**config.mk**
```make
export PLATFORM = sky130hd
export DESIGN_NAME = owl_pixel_packer
export DESIGN_NICKNAME = d
export VERILOG_FILES = /design/src/rtl/owl_pixel_packer.sv
export SDC_FILE = /design/constraint.sdc
export NUM_CORES = 2
export LEC_CHECK = 0
export CELL_PAD_IN_SITES_DETAIL_PLACEMENT = 1
export CELL_PAD_IN_SITES_GLOBAL_PLACEMENT = 2
export CORE_UTILIZATION = 51
export CTS_CLUSTER_SIZE = 8
export DETAILED_ROUTE_END_ITERATION = 12
export PLACE_DENSITY_LB_ADDON = 0.15
export SLEW_MARGIN = 20
export SYNTH_ARGS = -nofsm -noshare
export SYNTH_HDL_FRONTEND = slang
export SYNTH_SLANG_ARGS = --single-unit
```
**constraint.sdc**
```tcl
create_clock -name sys_clk -period 17 [get_ports sys_clk]
set_clock_uncertainty 0.1 [all_clocks]
set_input_delay 1.7 -clock sys_clk [delete_from_list [all_inputs] [get_ports sys_clk]]
set_output_delay 1.7 -clock sys_clk [all_outputs]
set_load 0.01 [all_outputs]
```
**src/rtl/owl_pixel_packer.sv**
```systemverilog
// owl_pixel_packer: repacks 48-bit beats (4 x 12-bit pixels) into a gap-free
// 64-bit AXI4-Stream. Every 4 input beats yield 3 output words; a small
// first-word-fall-through FIFO absorbs downstream backpressure.
module owl_pixel_packer #(
  parameter int unsigned FIFO_DEPTH = 16
) (
  input  logic        sys_clk,
  input  logic        sys_rst,
  input  logic        new_frame,
  input  logic [47:0] pixel,
  input  logic        data_vld,
  input  logic [15:0] imageWidth,
  input  logic [15:0] imageHeight,
  output logic [63:0] m_axis_tdata,
  output logic        m_axis_tvalid,
  input  logic        m_axis_tready,
  output logic        m_axis_tuser,
  output logic        m_axis_tlast,
  output logic        overflow,
  output logic        frame_done
);

  localparam int unsigned AW = $clog2(FIFO_DEPTH);

  typedef enum logic [1:0] {
    S_IDLE,
    S_PACK,
    S_FLUSH,
    S_DONE
  } state_t;

  state_t      r_state;
  state_t      w_state_nxt;
  logic [31:0] r_total;
  logic [31:0] r_cnt;
  logic [31:0] w_cnt_nxt;
  logic [31:0] w_cnt_inc;
  logic [31:0] w_total_in;
  logic [1:0]  r_phase;
  logic [1:0]  w_phase_nxt;
  logic [47:0] r_res;
  logic [47:0] w_res_nxt;
  logic        r_first_pend;
  logic        r_overflow;
  logic        w_beat;
  logic        w_last;

  // FIFO entry = {tuser, tlast, tdata}
  logic [65:0] r_mem [FIFO_DEPTH];
  logic [AW:0] r_wr_ptr;
  logic [AW:0] r_rd_ptr;
  logic        w_wr_en;
  logic [65:0] w_wr_data;
  logic        w_full;
  logic        w_empty;
  logic        w_pop;
  logic        w_push;
  logic        w_drop;
  logic [65:0] w_head;

  assign w_total_in = 32'(imageWidth >> 2) * 32'(imageHeight);
  assign w_cnt_inc  = r_cnt + 32'd1;
  assign w_last     = (w_cnt_inc == r_total);
  // A beat coinciding with new_frame belongs to no frame and is discarded.
  assign w_beat     = (r_state == S_PACK) && data_vld && !new_frame;

  assign w_empty = (r_wr_ptr == r_rd_ptr);
  assign w_full  = (r_wr_ptr[AW] != r_rd_ptr[AW]) &&
                   (r_wr_ptr[AW-1:0] == r_rd_ptr[AW-1:0]);
  assign w_pop   = !w_empty && m_axis_tready;
  assign w_push  = w_wr_en && (!w_full || w_pop);
  assign w_drop  = w_wr_en && w_full && !w_pop;
  assign w_head  = r_mem[r_rd_ptr[AW-1:0]];

  // Next-state, packing datapath and FIFO write request.
  // The FLUSH word is produced first; a concurrent new_frame then overrides
  // the packing state so the flush word and the frame restart both happen.
  always_comb begin
    w_state_nxt = r_state;
    w_cnt_nxt   = r_cnt;
    w_phase_nxt = r_phase;
    w_res_nxt   = r_res;
    w_wr_en     = 1'b0;
    w_wr_data   = '0;
    if (r_state == S_FLUSH) begin
      w_wr_en     = 1'b1;
      w_wr_data   = {r_first_pend, 1'b1, 16'h0, r_res};
      w_state_nxt = S_DONE;
    end
    if (new_frame) begin
      w_state_nxt = (w_total_in == 32'd0) ? S_DONE : S_PACK;
      w_cnt_nxt   = '0;
      w_phase_nxt = '0;
      w_res_nxt   = '0;
    end else if (w_beat) begin
      w_cnt_nxt   = w_cnt_inc;
      w_phase_nxt = r_phase + 2'd1;
      unique case (r_phase)
        2'd0: begin
          w_res_nxt = pixel;
        end
        2'd1: begin
          w_wr_en   = 1'b1;
          w_wr_data = {r_first_pend, 1'b0, pixel[15:0], r_res};
          w_res_nxt = {16'h0, pixel[47:16]};
        end
        2'd2: begin
          w_wr_en   = 1'b1;
          w_wr_data = {r_first_pend, 1'b0, pixel[31:0], r_res[31:0]};
          w_res_nxt = {32'h0, pixel[47:32]};
        end
        default: begin
          w_wr_en   = 1'b1;
          w_wr_data = {r_first_pend, w_last, pixel, r_res[15:0]};
          w_res_nxt = '0;
        end
      endcase
      if (w_last) begin
        w_state_nxt = (r_phase == 2'd3) ? S_DONE : S_FLUSH;
      end
    end
  end

  // Control and packing state registers.
  always_ff @(posedge sys_clk or posedge sys_rst) begin
    if (sys_rst) begin
      r_state      <= S_IDLE;
      r_total      <= '0;
      r_cnt        <= '0;
      r_phase      <= '0;
      r_res        <= '0;
      r_first_pend <= 1'b0;
      r_overflow   <= 1'b0;
    end else begin
      r_state    <= w_state_nxt;
      r_cnt      <= w_cnt_nxt;
      r_phase    <= w_phase_nxt;
      r_res      <= w_res_nxt;
      r_overflow <= (new_frame ? 1'b0 : r_overflow) | w_drop;
      if (new_frame) begin
        r_total      <= w_total_in;
        r_first_pend <= 1'b1;
      end else if (w_wr_en) begin
        r_first_pend <= 1'b0;
      end
    end
  end

  // FIFO pointers; reset empties the FIFO.
  always_ff @(posedge sys_clk or posedge sys_rst) begin
    if (sys_rst) begin
      r_wr_ptr <= '0;
      r_rd_ptr <= '0;
    end else begin
      if (w_push) r_wr_ptr <= r_wr_ptr + 1'b1;
      if (w_pop)  r_rd_ptr <= r_rd_ptr + 1'b1;
    end
  end

  // FIFO storage, contents qualified by the pointers only.
  always_ff @(posedge sys_clk) begin
    if (w_push) r_mem[r_wr_ptr[AW-1:0]] <= w_wr_data;
  end

  assign m_axis_tvalid = !w_empty;
  assign m_axis_tdata  = m_axis_tvalid ? w_head[63:0] : '0;
  assign m_axis_tlast  = m_axis_tvalid & w_head[64];
  assign m_axis_tuser  = m_axis_tvalid & w_head[65];
  assign overflow      = r_overflow;
  assign frame_done    = w_pop & w_head[64];

endmodule

```
==> results by stage <==
Power:
- The portion of total power attributed to the clock network is 27.3%.
- The maximum resistive drop on vdd is 0.213 mV.
- In this run switching power makes up 35.0% of total power.
- The internal power of the cells is 7.21 mW.
- Combinational logic burns approximately two fifths of the power.
- Summed over all nets, the switching power comes to roughly 3.9 mW.
- The overall power consumption is 11.1 mW.
- In this run the static leakage power is 21.9 nW.
- In this run, flip-flops and latches consume 31.0% of the power.
- For this design the ratio of total power to cell area is 175 nW/um2.

Clock network:
- The clock network latency to the later pin of the worst-skew pair is 780 ps.
- The maximum level of the CTS H-tree is 4.
- Post-CTS timing repair inserted 0 buffers for setup.
- The clock tree from TritonCTS is yes.
- Hold repair after CTS inserted 0 buffers.
- The number of buffers created by CTS is 166.
- The longest clock path from root to sink contains 3 buffers.
- After clock tree synthesis, the clock-pin slew on the worst setup and hold paths is 50 ps.
- The library cell used as clock root buffer is sky130_fd_sc_hd__clkbuf_16.
- The post-cts gate resize count is 0.
- The clock sink total is 1182.

Worst setup path:
- The worst-path maximum fanout is 16.
- Counting both buffers and inverters, the worst setup path holds a total of 7.
- The arrival time of data at the critical path endpoint is 9100 ps.
- For flop-to-flop paths, the worst setup slack is around 11000 ps.
- On the critical path, the stage with the largest delay is an instance of sky130_fd_sc_hd__clkdlybuf4s50_1.
- STA classifies the critical path startpoint as an input port.
- In this run the critical register-to-register path is launched from r_rd_ptr[1].
- The worst setup path is captured at a flop.
- The maximum single-stage delay on the critical path is 850 ps.
- The kind of cell adding the most delay to the critical path is adder cells.
- Walking the worst path, the cells encountered are clkdlybuf4s50_1 -> and2_1 -> fa_1 -> inv_1 -> fa_1 -> inv_1 -> fa_1 -> inv_1 -> fa_1 -> inv_1 -> fa_1 -> inv_1 -> fa_1 -> inv_1 -> ha_1 -> a21oi_1 -> o21ai_0 -> o2bb2ai_1 -> or3_1 -> a222oi_1 -> o2111ai_1 -> nor4_1 -> o2111ai_1 -> nand2_1.
- The depth of the most critical reg-to-reg path is 9.
- By startpoint and endpoint, the worst setup path is classified as in2reg.
- The end of the worst register-to-register path is r_mem[7][60].
- STA puts the critical path data required time at 17590 ps.

Timing:
- The final count of negative-setup-slack endpoints is 0.
- The worst slew margin relative to its limit is 23.4%.
- Setup repair after global routing left no endpoint under its margin.
- The number of pins with negative max-slew slack in the final report is 0.
- The number of hold-slack violations in the final timing report is 0.
- Setup total negative slack on the finished layout was measured at 0 ps.
- At the pin with the least slew margin, the transition time is 1150 ps.
- The setup slack after layout is between 8000 and 9000 ps.
- The portion of the clock cycle consumed by the worst path in the final layout is 50.1%.
- The minimum period implied by the final worst setup slack is roughly 8500 ps.
- The highest attainable clock frequency is 0.117 GHz.
- The worst hold-check slack is 381 ps.

Place:
- Detailed placement ended at an HPWL of 90700 um.
- Including well taps, the total number of placed cells is ~4800.
- At the end of routability-driven placement, the weighted congestion stood at 0.816.
- The worst setup slack before clock tree synthesis is roughly 7700 ps.
- The count of port buffers added during placement is around 150.

Global route:
- Entering global routing, the biggest net connects 148 pins.
- The remaining global-route overflow is 0.
- The number of antenna violations at the first check in global routing is 6.
- The first global-routing pass estimated 227000 um of wire.
- The via count of the first global-routing pass came to roughly 35000.
- The combined global-route utilization of all metal layers is ~28%.

Synth:
- For this run, the leading register cell type out of synthesis is sky130_fd_sc_hd__edfxtp_1.
- After Yosys synthesis, and, or, nand and nor cells account for around 6.2% of the synthesized area.
- The share of the yosys chip area belonging to registers is 62.9%.
- After synthesis, the netlist uses 84 different library cells.
- The Yosys step of the flow raised 0 warnings.
- The largest family of logic cells by synthesized area is multiplexers.
- The number of nets in the synthesized netlist is 3698.
- Summing the areas of all compound-gate instances in the mapped netlist gives 4.72% of the synthesized area.
- Counting flops with an async set or reset pin after synthesis yields a share of 10.7%.
- The synthesized design spends more area on one cell type than any other, namely sky130_fd_sc_hd__edfxtp_1.
- The share of Yosys cell area claimed by the top area cell type is 57.2%.
- The post-synthesis xor/xnor area fraction is 1.33%.
- The number of synthesized register bits is between 1000 and 1500.
- In the post-synthesis netlist, the biggest area contributors are sky130_fd_sc_hd__edfxtp_1 (57%), sky130_fd_sc_hd__mux4_2 (13%), sky130_fd_sc_hd__fa_1 (6.0%), sky130_fd_sc_hd__dfrtp_1 (5.7%), sky130_fd_sc_hd__ha_1 (2.3%).
- The adder and majority gate portion of the synthesized area is ~8.3%.
- The multiplexer area fraction after synthesis is 13.7%.
- The instance count of the mapped netlist is 3344.
- The average cell area after synthesis is 16.6 um2.
- The cell area after technology mapping is 55400 um2.
- Counting flops with a built-in enable in the synthesized netlist gives roughly 1100.

Floorplan:
- The die span in x is 332 um.
- After floorplanning, the core was divided into 120 placement rows.
- The initial utilization of the core area, before any placement, comes to 51.6%.
- The floorplan step defined a die boundary enclosing 110000 um2.
- During I/O placement, the number of pins put on the boundary was 154.
- From bottom edge to top edge, the die measures 332 um.
- The region available for standard cell placement spans 107000 um2.

Run:
- The max-capacitance violation count is 0.

Detailed routing:
- The final routed DRC violation total is 0.
- The count of nets left with antenna violations once routing finished came out at 0.
- The first routing iteration left 2816 violations.
- The ratio of routed vias to standard cells is 6.30.
- After detailed routing, the average wire length per cell comes to 30.5 um.
- The number of search-and-repair iterations in the first detailed-routing pass is 6.
- Summed over all layers, the routed wires come to 153000 um.
- The via count is 31600.

Finish:
- The layout cell share with drive strength beyond 1 is between 15 and 20%.
- For this run, the post-layout net count is 3895.
- The layout overhead on the synthesized area is 14.4%.
- The final standard cell count with taps included and fillers excluded is 5021.
- The area occupied by registers is 34900 um2.
- The filler cells instantiated in the layout total ~9600.
- The combined area of the multi-input logic cells is 19200 um2.

Status:
- The run finished with clean final reports.

Min path:
- The number of cells on the worst hold path is 2.
- The endpoint with the worst hold slack is r_res[17].
- The min-delay analysis places its worst path in the category reg2reg.
- The worst hold path begins at r_res[17].
worst max-delay path by stage:
stage | slack [ps] | cells past startpoint | startpoint | end
floorplan | 9090 | 8 | new_frame | r_mem[3][0]
global placement | 7770 | 24 | imageWidth[4] | r_state[1]
detailed placement | 7720 | 24 | imageWidth[5] | r_state[1]
CTS | 8380 | 7 | r_rd_ptr[0] | m_axis_tdata[47]
global route | 8220 | 24 | imageWidth[5] | r_state[1]
finish | 8480 | 24 | imageWidth[5] | r_state[1]
registers in the layout, summed over array words and instances (netlist names):
register	count
r_wr_ptr	5
r_mem	1056
r_res	48
r_state	2
overflow	1
r_total	30
r_phase	2
r_cnt	32
r_first_pend	1
r_rd_ptr	5
per-stage QoR:
step           instance area (um2)  utilization, %
6_report                     63400            59.1
5_1_grt                      63400            59.1
4_1_cts                      63400            59.0
3_5_place_dp                 58600            54.6
3_3_place_gp                 58600            54.6
2_1_floorplan                55400               -
synthesized netlist by cell type (8+ instances only):
cell	n
sky130_fd_sc_hd__edfxtp_1	1056
sky130_fd_sc_hd__mux4_2	330
sky130_fd_sc_hd__nand2_1	221
sky130_fd_sc_hd__inv_1	211
sky130_fd_sc_hd__fa_1	165
sky130_fd_sc_hd__clkbuf_1	150
sky130_fd_sc_hd__and2_1	136
sky130_fd_sc_hd__dfrtp_1	126
sky130_fd_sc_hd__o21ai_0	123
sky130_fd_sc_hd__ha_1	104
sky130_fd_sc_hd__nor2_1	97
sky130_fd_sc_hd__nor2b_1	71
sky130_fd_sc_hd__a21oi_1	60
sky130_fd_sc_hd__xnor2_1	57
sky130_fd_sc_hd__a22oi_1	35
sky130_fd_sc_hd__a22o_1	32
sky130_fd_sc_hd__nor3_1	29
sky130_fd_sc_hd__xor2_1	27
sky130_fd_sc_hd__buf_2	25
sky130_fd_sc_hd__nand3_1	23
sky130_fd_sc_hd__a222oi_1	17
sky130_fd_sc_hd__a21o_1	16
sky130_fd_sc_hd__a221o_1	16
sky130_fd_sc_hd__and3_1	15
sky130_fd_sc_hd__nand4_1	15
sky130_fd_sc_hd__buf_1	14
sky130_fd_sc_hd__nor4_1	14
sky130_fd_sc_hd__or3_1	13
sky130_fd_sc_hd__mux2_2	11
sky130_fd_sc_hd__o211ai_1	10
sky130_fd_sc_hd__o21a_1	10
sky130_fd_sc_hd__o2111ai_1	8
layer usage:
metal	global-route usage (%)	wire length, um	vias up
li1	-	-	13100
met1	36.1	58500	16900
met2	49.9	80900	1300
met3	4.92	10500	227
met4	7.17	2930	10
met5	0	69	-
worst reg2reg max path: cells and delay by family, from the launching register on:
kind	cells	cell delay [ps]
XOR/XNOR	1	190
AND/OR/NAND/NOR	5	1820
flip-flops	1	1160
buffers and inverters	3	1920
cell families (layout without fill, tap and decap cells):
| logic type | count (synthesis) | count (layout) |
|---|---|---|
| compound gates | 385 | 385 |
| mux | 346 | 346 |
| fa+ha+maj | 269 | 269 |
| simple gates | 673 | 673 |
| flops | 1182 | 1182 |
| xor+xnor | 84 | 84 |
| other cells | 0 | 4 |
| buf+inv | 405 | 675 |
final cells by class:
| class | instances | share of cell area (%) |
|---|---|---|
| repair buffers | 221 | 3.29 |
| diodes | 4 | 0.0158 |
| well taps | 1403 | 2.77 |
| clock buffers | 225 | 6.95 |
| inverters | 213 | 1.27 |
| clock inverters | 16 | 0.532 |
| multi-input cells | 1757 | 30.2 |
| flip-flops and latches | 1182 | 55.0 |
cells in the final DEF (no fill, tap or decap), types with 17 or more instances in the layout:
| cell type | n |
|---|---|
| sky130_fd_sc_hd__mux4_2 | 330 |
| sky130_fd_sc_hd__nor2b_1 | 70 |
| sky130_fd_sc_hd__buf_4 | 66 |
| sky130_fd_sc_hd__a21oi_1 | 60 |
| sky130_fd_sc_hd__nand2_1 | 221 |
| sky130_fd_sc_hd__clkbuf_1 | 57 |
| sky130_fd_sc_hd__dfrtp_1 | 122 |
| sky130_fd_sc_hd__and2_1 | 136 |
| sky130_fd_sc_hd__inv_1 | 210 |
| sky130_fd_sc_hd__clkdlybuf4s50_1 | 150 |
| sky130_fd_sc_hd__clkbuf_16 | 167 |
| sky130_fd_sc_hd__edfxtp_1 | 1056 |
| sky130_fd_sc_hd__a22oi_1 | 35 |
| sky130_fd_sc_hd__a22o_1 | 32 |
| sky130_fd_sc_hd__o21ai_0 | 118 |
| sky130_fd_sc_hd__ha_1 | 102 |
| sky130_fd_sc_hd__nand3_1 | 23 |
| sky130_fd_sc_hd__a222oi_1 | 17 |
| sky130_fd_sc_hd__nor2_1 | 79 |
| sky130_fd_sc_hd__xnor2_1 | 57 |
| sky130_fd_sc_hd__xor2_1 | 27 |
| sky130_fd_sc_hd__fa_1 | 165 |
| sky130_fd_sc_hd__nor3_1 | 25 |
power by group through the flow:
| stage | sequential, mW | clock (mW) | combinational (mW) |
|---|---|---|---|
| after CTS | 3.45 | 3.07 | 4.70 |
| final | 3.44 | 3.03 | 4.62 |
| after floorplan | 3.33 | 0 | 3.24 |
| after global routing | 3.46 | 3.17 | 5.01 |
| after detailed placement | 3.50 | 0 | 4.66 |
| after global placement | 3.49 | 0 | 4.57 |
Power figures use the tool's default switching activity.
